## src/rtl/fxdiv_pkg.sv

```systemverilog
`default_nettype none
// +----------------------------------------------------------------------+
// | fxdiv_pkg: shared types and sizing helpers for seq_fixed_point_div    |
// | Revision: 1.0                                                         |
// +----------------------------------------------------------------------+
package fxdiv_pkg;

  typedef enum logic [1:0] {
    IDLE = 2'd0,
    CALC = 2'd1,
    DONE = 2'd2
  } fxdiv_state_t;

  // Left shift applied to |a| so the quotient carries WOF+1 fraction bits.
  function automatic int fxdiv_sh(input int wof, input int wifa, input int wifb);
    return wof + 1 + wifb - wifa;
  endfunction

  function automatic int fxdiv_dw(input int wiia, input int wifa, input int sh);
    return wiia + wifa + sh;
  endfunction

endpackage
`default_nettype wire

```

## src/rtl/fxdiv_round_sat.sv

```systemverilog
`default_nettype none
// +----------------------------------------------------------------------+
// | fxdiv_round_sat: rounds, signs and saturates the raw quotient         |
// | Revision: 1.0                                                         |
// +----------------------------------------------------------------------+
module fxdiv_round_sat #(
  parameter int WOI   = 8,
  parameter int WOF   = 8,
  parameter int DW    = 25,
  parameter int ROOF  = 1,
  parameter int ROUND = 1
) (
  input  logic [DW-1:0]      q,
  input  logic               sign,
  input  logic               zero_dividend,
  input  logic               div0,
  output logic [WOI+WOF-1:0] out,
  output logic               upflow,
  output logic               downflow
);

  localparam int W  = WOI + WOF;
  localparam int MW = ((DW > W) ? DW : W) + 1;

  logic [MW-1:0] w_mag;
  logic [MW-1:0] w_neg_lim;
  logic [MW-1:0] w_pos_lim;
  logic          w_ovf;
  logic [W-1:0]  w_max;
  logic [W-1:0]  w_min;

  always_comb begin
    w_max     = {1'b0, {(W-1){1'b1}}};
    w_min     = {1'b1, {(W-1){1'b0}}};
    // q holds one extra fraction bit; it is the round bit
    w_mag     = MW'(q >> 1) + ((ROUND != 0) ? MW'(q[0]) : '0);
    w_neg_lim = MW'(1) << (W - 1);
    w_pos_lim = w_neg_lim - MW'(1);
    w_ovf     = sign ? (w_mag > w_neg_lim) : (w_mag > w_pos_lim);

    out      = W'(sign ? -w_mag : w_mag);
    upflow   = w_ovf;
    downflow = !zero_dividend && (w_mag == '0);
    if (w_ovf && (ROOF != 0)) begin
      out = sign ? w_min : w_max;
    end

    if (div0) begin
      downflow = 1'b0;
      upflow   = !zero_dividend;
      out      = zero_dividend ? '0 : (sign ? w_min : w_max);
    end
  end

endmodule
`default_nettype wire

```

## src/rtl/seq_fixed_point_div.sv

```systemverilog
`default_nettype none
// +----------------------------------------------------------------------+
// | seq_fixed_point_div: iterative signed fixed-point divider, one bit/clk|
// | Optional inexact output enabled by FIXEDPOINT_DIV_INEXACT_EN.         |
// | Revision: 1.0                                                         |
// +----------------------------------------------------------------------+
module seq_fixed_point_div
  import fxdiv_pkg::*;
#(
  parameter int WIIA  = 8,
  parameter int WIFA  = 8,
  parameter int WIIB  = 8,
  parameter int WIFB  = 8,
  parameter int WOI   = 8,
  parameter int WOF   = 8,
  parameter int ROOF  = 1,
  parameter int ROUND = 1
) (
  input  logic                 clk,
  input  logic                 rst,
  input  logic                 in_valid,
  output logic                 in_ready,
  input  logic [WIIA+WIFA-1:0] ina,
  input  logic [WIIB+WIFB-1:0] inb,
  output logic                 out_valid,
  input  logic                 out_ready,
  output logic [WOI+WOF-1:0]   out,
  output logic                 upflow,
  output logic                 downflow,
`ifdef FIXEDPOINT_DIV_INEXACT_EN
  output logic                 inexact,
`endif
  output logic                 div0
);

  localparam int WA = WIIA + WIFA;
  localparam int WB = WIIB + WIFB;
  localparam int W  = WOI + WOF;
  localparam int SH = fxdiv_sh(WOF, WIFA, WIFB);
  localparam int DW = fxdiv_dw(WIIA, WIFA, SH);
  localparam int CW = $clog2(DW + 1);

  if (SH < 0) begin : g_sh_check
    $error("seq_fixed_point_div: WOF+1+WIFB-WIFA must be non-negative");
  end

  fxdiv_state_t r_state, w_state_nxt;

  logic          r_sign, r_zero, r_div0;
  logic [DW-1:0] r_num, r_q;
  logic [WB-1:0] r_den, r_rem;
  logic [CW-1:0] r_cnt;

  logic [WA-1:0] w_abs_a;
  logic [WB-1:0] w_abs_b;
  logic [WB:0]   w_part;
  logic          w_ge;
  logic [W-1:0]  w_out;
  logic          w_upflow, w_downflow;

  assign w_abs_a = ina[WA-1] ? -ina : ina;
  assign w_abs_b = inb[WB-1] ? -inb : inb;
  assign w_part  = {r_rem, r_num[DW-1]};
  assign w_ge    = (w_part >= {1'b0, r_den});

  always_ff @(posedge clk or posedge rst) begin
    if (rst) r_state <= IDLE;
    else     r_state <= w_state_nxt;
  end

  always_comb begin
    w_state_nxt = r_state;
    in_ready    = 1'b0;
    out_valid   = 1'b0;
    case (r_state)
      IDLE: begin
        in_ready = 1'b1;
        if (in_valid) w_state_nxt = CALC;
      end
      CALC: begin
        // Counter reaching zero leaves one cycle to register the rounded result
        if (r_div0 || (r_cnt == '0)) w_state_nxt = DONE;
      end
      DONE: begin
        out_valid = 1'b1;
        if (out_ready) w_state_nxt = IDLE;
      end
      default: w_state_nxt = IDLE;
    endcase
  end

  fxdiv_round_sat #(
    .WOI  (WOI),
    .WOF  (WOF),
    .DW   (DW),
    .ROOF (ROOF),
    .ROUND(ROUND)
  ) u_round_sat (
    .q            (r_q),
    .sign         (r_sign),
    .zero_dividend(r_zero),
    .div0         (r_div0),
    .out          (w_out),
    .upflow       (w_upflow),
    .downflow     (w_downflow)
  );

`ifdef FIXEDPOINT_DIV_INEXACT_EN
  logic w_inexact;
  assign w_inexact = !r_div0 && ((r_rem != '0) || r_q[0]);
`endif

  always_ff @(posedge clk or posedge rst) begin
    if (rst) begin
      r_sign   <= 1'b0;
      r_zero   <= 1'b0;
      r_div0   <= 1'b0;
      r_num    <= '0;
      r_q      <= '0;
      r_den    <= '0;
      r_rem    <= '0;
      r_cnt    <= '0;
      out      <= '0;
      upflow   <= 1'b0;
      downflow <= 1'b0;
      div0     <= 1'b0;
`ifdef FIXEDPOINT_DIV_INEXACT_EN
      inexact  <= 1'b0;
`endif
    end else begin
      case (r_state)
        IDLE: begin
          if (in_valid) begin
            r_sign <= ina[WA-1] ^ inb[WB-1];
            r_zero <= (ina == '0);
            r_div0 <= (inb == '0);
            r_num  <= DW'(w_abs_a) << SH;
            r_den  <= w_abs_b;
            r_rem  <= '0;
            r_q    <= '0;
            r_cnt  <= CW'(DW);
          end
        end
        CALC: begin
          if (r_div0 || (r_cnt == '0)) begin
            out      <= w_out;
            upflow   <= w_upflow;
            downflow <= w_downflow;
            div0     <= r_div0;
`ifdef FIXEDPOINT_DIV_INEXACT_EN
            inexact  <= w_inexact;
`endif
          end else begin
            r_rem <= WB'(w_ge ? (w_part - {1'b0, r_den}) : w_part);
            r_q   <= {r_q[DW-2:0], w_ge};
            r_num <= r_num << 1;
            r_cnt <= r_cnt - CW'(1);
          end
        end
        default: ;
      endcase
    end
  end

endmodule
`default_nettype wire

```

## config.mk

```make
export PLATFORM = sky130hd
export DESIGN_NAME = seq_fixed_point_div
export DESIGN_NICKNAME = d
export VERILOG_FILES = /design/src/rtl/fxdiv_pkg.sv /design/src/rtl/fxdiv_round_sat.sv /design/src/rtl/seq_fixed_point_div.sv
export SDC_FILE = /design/constraint.sdc
export NUM_CORES = 1
export LEC_CHECK = 0
export ABC_CLOCK_PERIOD_IN_PS = 3600
export CORE_AREA = 2 2 118 120
export DETAILED_ROUTE_END_ITERATION = 6
export DIE_AREA = 0 0 120 122
export PLACE_DENSITY = 0.82
export SYNTH_ARGS = -nofsm -noshare
export SYNTH_HDL_FRONTEND = slang
export SYNTH_HIERARCHICAL = 1
export SYNTH_SLANG_ARGS = --single-unit
```

## constraint.sdc

```tcl
create_clock -name clk -period 3.6 [get_ports clk]
set_input_delay 0.72 -clock clk [delete_from_list [all_inputs] [get_ports clk]]
set_output_delay 0.72 -clock clk [all_outputs]
set_load 0.005 [all_outputs]
```

==> impl_results.md <==
* Top cell type's share of synthesized area at 37.0%
* Num Clock Sinks at 102
* Final Power at 0.00750 W
* Vias per cell at 5.82
* Seq cells post-synth at 102
* Outcome: finished, final reports clean
* Top cells by area, synth: dfrtp_1 37%, nand2_1 6.5%, xor2_1 5.0%, ha_1 4.4%, o21ai_0 4.1%
* Min cycle time layout at 3310 ps
* TritonCTS clock tree: built
* Top delay family on crit path: compound AO/OA/AOI/OAI gates
* Final period util at 91.9%
* Critical path class: reg2reg
* Max Cap Viol at 0
* Slew Limit Fails at 0
* # placed instances at 977
* Yosys top cell by area: dfrtp_1
* First-pass GRT wire length at 25.8 mm
* Clk_skew at 10.6 ps
* Critical Path, Cell by Cell: ha_1, ha_1, nand3_1, nor4_2, nand2_1, o21ai_0, o211ai_2, o311ai_4, o21ai_1, mux2_2
* Deepest clock path buffer count at 2
* Clk_lat worst skew at 350 ps
* Die area at 0.0146 mm2
* Peak VDD IR at 0.341 mV
* CP Max Fanout at 15
* Setup TNS Final at 0 ps
* Number of global-route vias before repair at 5361
* Min-delay worst type: reg2reg
* Slowest CP cell: o311ai_4
* Post-detail-place hpwl at 10.8 mm
* Die Width at 120 um
* Row count at 43
* Post_cts resized at 0
* Nature of the critical path endpoint: register
* DRC violations left at 0
* Post-synth top cells: 120 x nand2_1, 102 x dfrtp_1, 57 x o21ai_0
* Via count at 5778
* CTS buffer count at 9
* Antenna Cells at 0
* Ys flop type: dfrtp_1
* Area Overhead vs Synth at 14.2%
* Pin count of the biggest net entering global routing at 59
* Cell variety after synth at 76
* Leak at 3.41 nW
* Post-synthesis cell area at 0.00690 mm2
* Worst-Margin Slew at 818 ps
* Fin. Hold Viols at 0
* Clock transition at path regs at 70 ps
* Mapped Cells at 776
* Initial DRC count at 413
* Share of layout cells above drive strength 1 at 10.3%
* Worst Setup Start Kind: register
* I/O Buffers at 56
* I/O Pins at 57
* Total buffers and inverters traversed by the critical path at 0
* RSZ-0062 raised after global routing: false
* Final net count at 869
* Final antenna-violating net count at 0
* Setup violators final at 0
* Fmax at 302 MHz
* Most numerous cell in the Yosys netlist: nand2_1
* Seq/Total Area, Yosys at 37.0%
* CP Data Required Time at 3840 ps
* Gr usage total at 21.6%
* Routed WL at 15.2 mm
* Rel. slew slack at 45.3%
* Starting Density at 51.1%
* Core box area at 0.0135 mm2
* Syn. warnings at 6
* Syn_area_per_cell at 8.89 um2
* CP arrival at 3550 ps
* TritonRoute pass-1 iters at 5
* Global route overflow at 0
* Most used cell, CP: ha_1
* Syn Nets at 837
* P per Cell Area at 951 mW/mm2
* Post-synth ARST share at 100%
* CTS root buffer: clkbuf_16
* Critical Path Max Stage Delay at 690 ps
* Post-synth EDFFs at 0
* Chip height at 122 um
* Final std cells w/o fill at 993
* Initial antenna violation count at 0
* Hold bufs inserted after CTS at 0
* Average wire per standard cell at 15.3 um
* H-tree Lvls at 3
* Post-CTS Setup Bufs at 0
* Routability cong. at 0.924
worst register-to-register path, cell delays in order (launching register included):
cell and delay (ps):
dfrtp_1 380, ha_1 230, ha_1 180, nand3_1 270, nor4_2 450, nand2_1 110
o21ai_0 230, o211ai_2 180, o311ai_4 690, o21ai_1 170, mux2_2 300
registers in the layout (all words and copies together) (netlist names):
name	count
div0	1
r_q	25
r_zero	1
r_sign	1
out	16
r_rem	16
r_div0	1
r_state	2
r_num	16
r_den	16
upflow	1
r_cnt	5
downflow	1
layout make-up:
type	instances	area (um2)
inverters	37	141
clock buffers	11	243
clock inverters	5	81.3
well taps	180	225
fillers	1172	5620
flip-flops and latches	102	2550
repair buffers	64	633
multi-input cells	594	4010
per-layer routing:
metal	global-route usage, %	share of wire, %	up-vias
met5	0	0	-
met4	8.60	2.5	0
met3	2.72	3.2	28
met2	35.6	47	147
met1	28.9	47	2758
li1	-	-	2845
metrics by stage:
step	instance area (um2)	hold slack [ps]	worst slack, ps	utilization, %
floorplan	6900	450	205	-
global route	7880	508	41.3	58.4
finish	7880	482	293	58.4
detailed placement	7560	472	317	56.0
CTS	7880	488	318	58.4
global placement	7560	461	420	56.0
layout by cell type, fill, tap and decap left out, types with 5 or more instances in the layout:
| cell | netlist | final |
|---|---|---|
| clkbuf_16 | 0 | 9 |
| nand2_1 | 120 | 119 |
| nand4_1 | 8 | 8 |
| mux2_2 | 18 | 18 |
| xor2_1 | 39 | 39 |
| nand3_1 | 40 | 40 |
| a22oi_1 | 13 | 13 |
| nand2b_1 | 9 | 9 |
| buf_4 | 3 | 7 |
| inv_1 | 37 | 36 |
| or3_1 | 6 | 6 |
| a31o_2 | 5 | 5 |
| ha_1 | 24 | 24 |
| xnor2_1 | 32 | 32 |
| and3_1 | 8 | 8 |
| a21o_1 | 8 | 8 |
| a32oi_1 | 8 | 8 |
| o31ai_1 | 16 | 16 |
| clkdlybuf4s50_1 | 0 | 56 |
| o21ai_2 | 10 | 10 |
| a21oi_1 | 18 | 18 |
| nor3_1 | 12 | 12 |
| o21ai_0 | 57 | 57 |
| mux2i_1 | 10 | 10 |
| o21ai_1 | 9 | 9 |
| dfrtp_1 | 102 | 102 |
| nor4_1 | 5 | 5 |
| o311ai_0 | 5 | 5 |
| nor2_1 | 34 | 32 |
| a31oi_1 | 7 | 7 |
report_power, final:
part           total [W]  switching, W  internal, W
clock network    0.00106      0.000430     0.000630
registers        0.00215      0.000493      0.00166
logic            0.00428       0.00242      0.00186
total            0.00750       0.00335      0.00415
cell families after synthesis:
logic type / synth area share, %
AND/OR/NAND/NOR: 20.4
AO/OA/AOI/OAI: 19.2
flip-flops: 37.0
buffers and inverters: 5.13
XOR/XNOR: 9.25
multiplexers: 4.39
adder cells (fa/ha/maj): 4.64
final timing paths:
path | startpoint | endpoint | slack, ps | cells after the start
hold reg to reg | r_den[9] | r_den[9] | 480 | 2
setup reg to reg | r_q[1] | out[2] | 290 | 10
min in group asynchronous | rst | r_cnt[1] | 780 | 2
max in group asynchronous | rst | r_q[7] | 2130 | 3
hold / removal | r_den[9] | r_den[9] | 480 | 2
setup / recovery | r_q[1] | out[2] | 290 | 10
No activity file was read; power rests on OpenSTA's default activity.
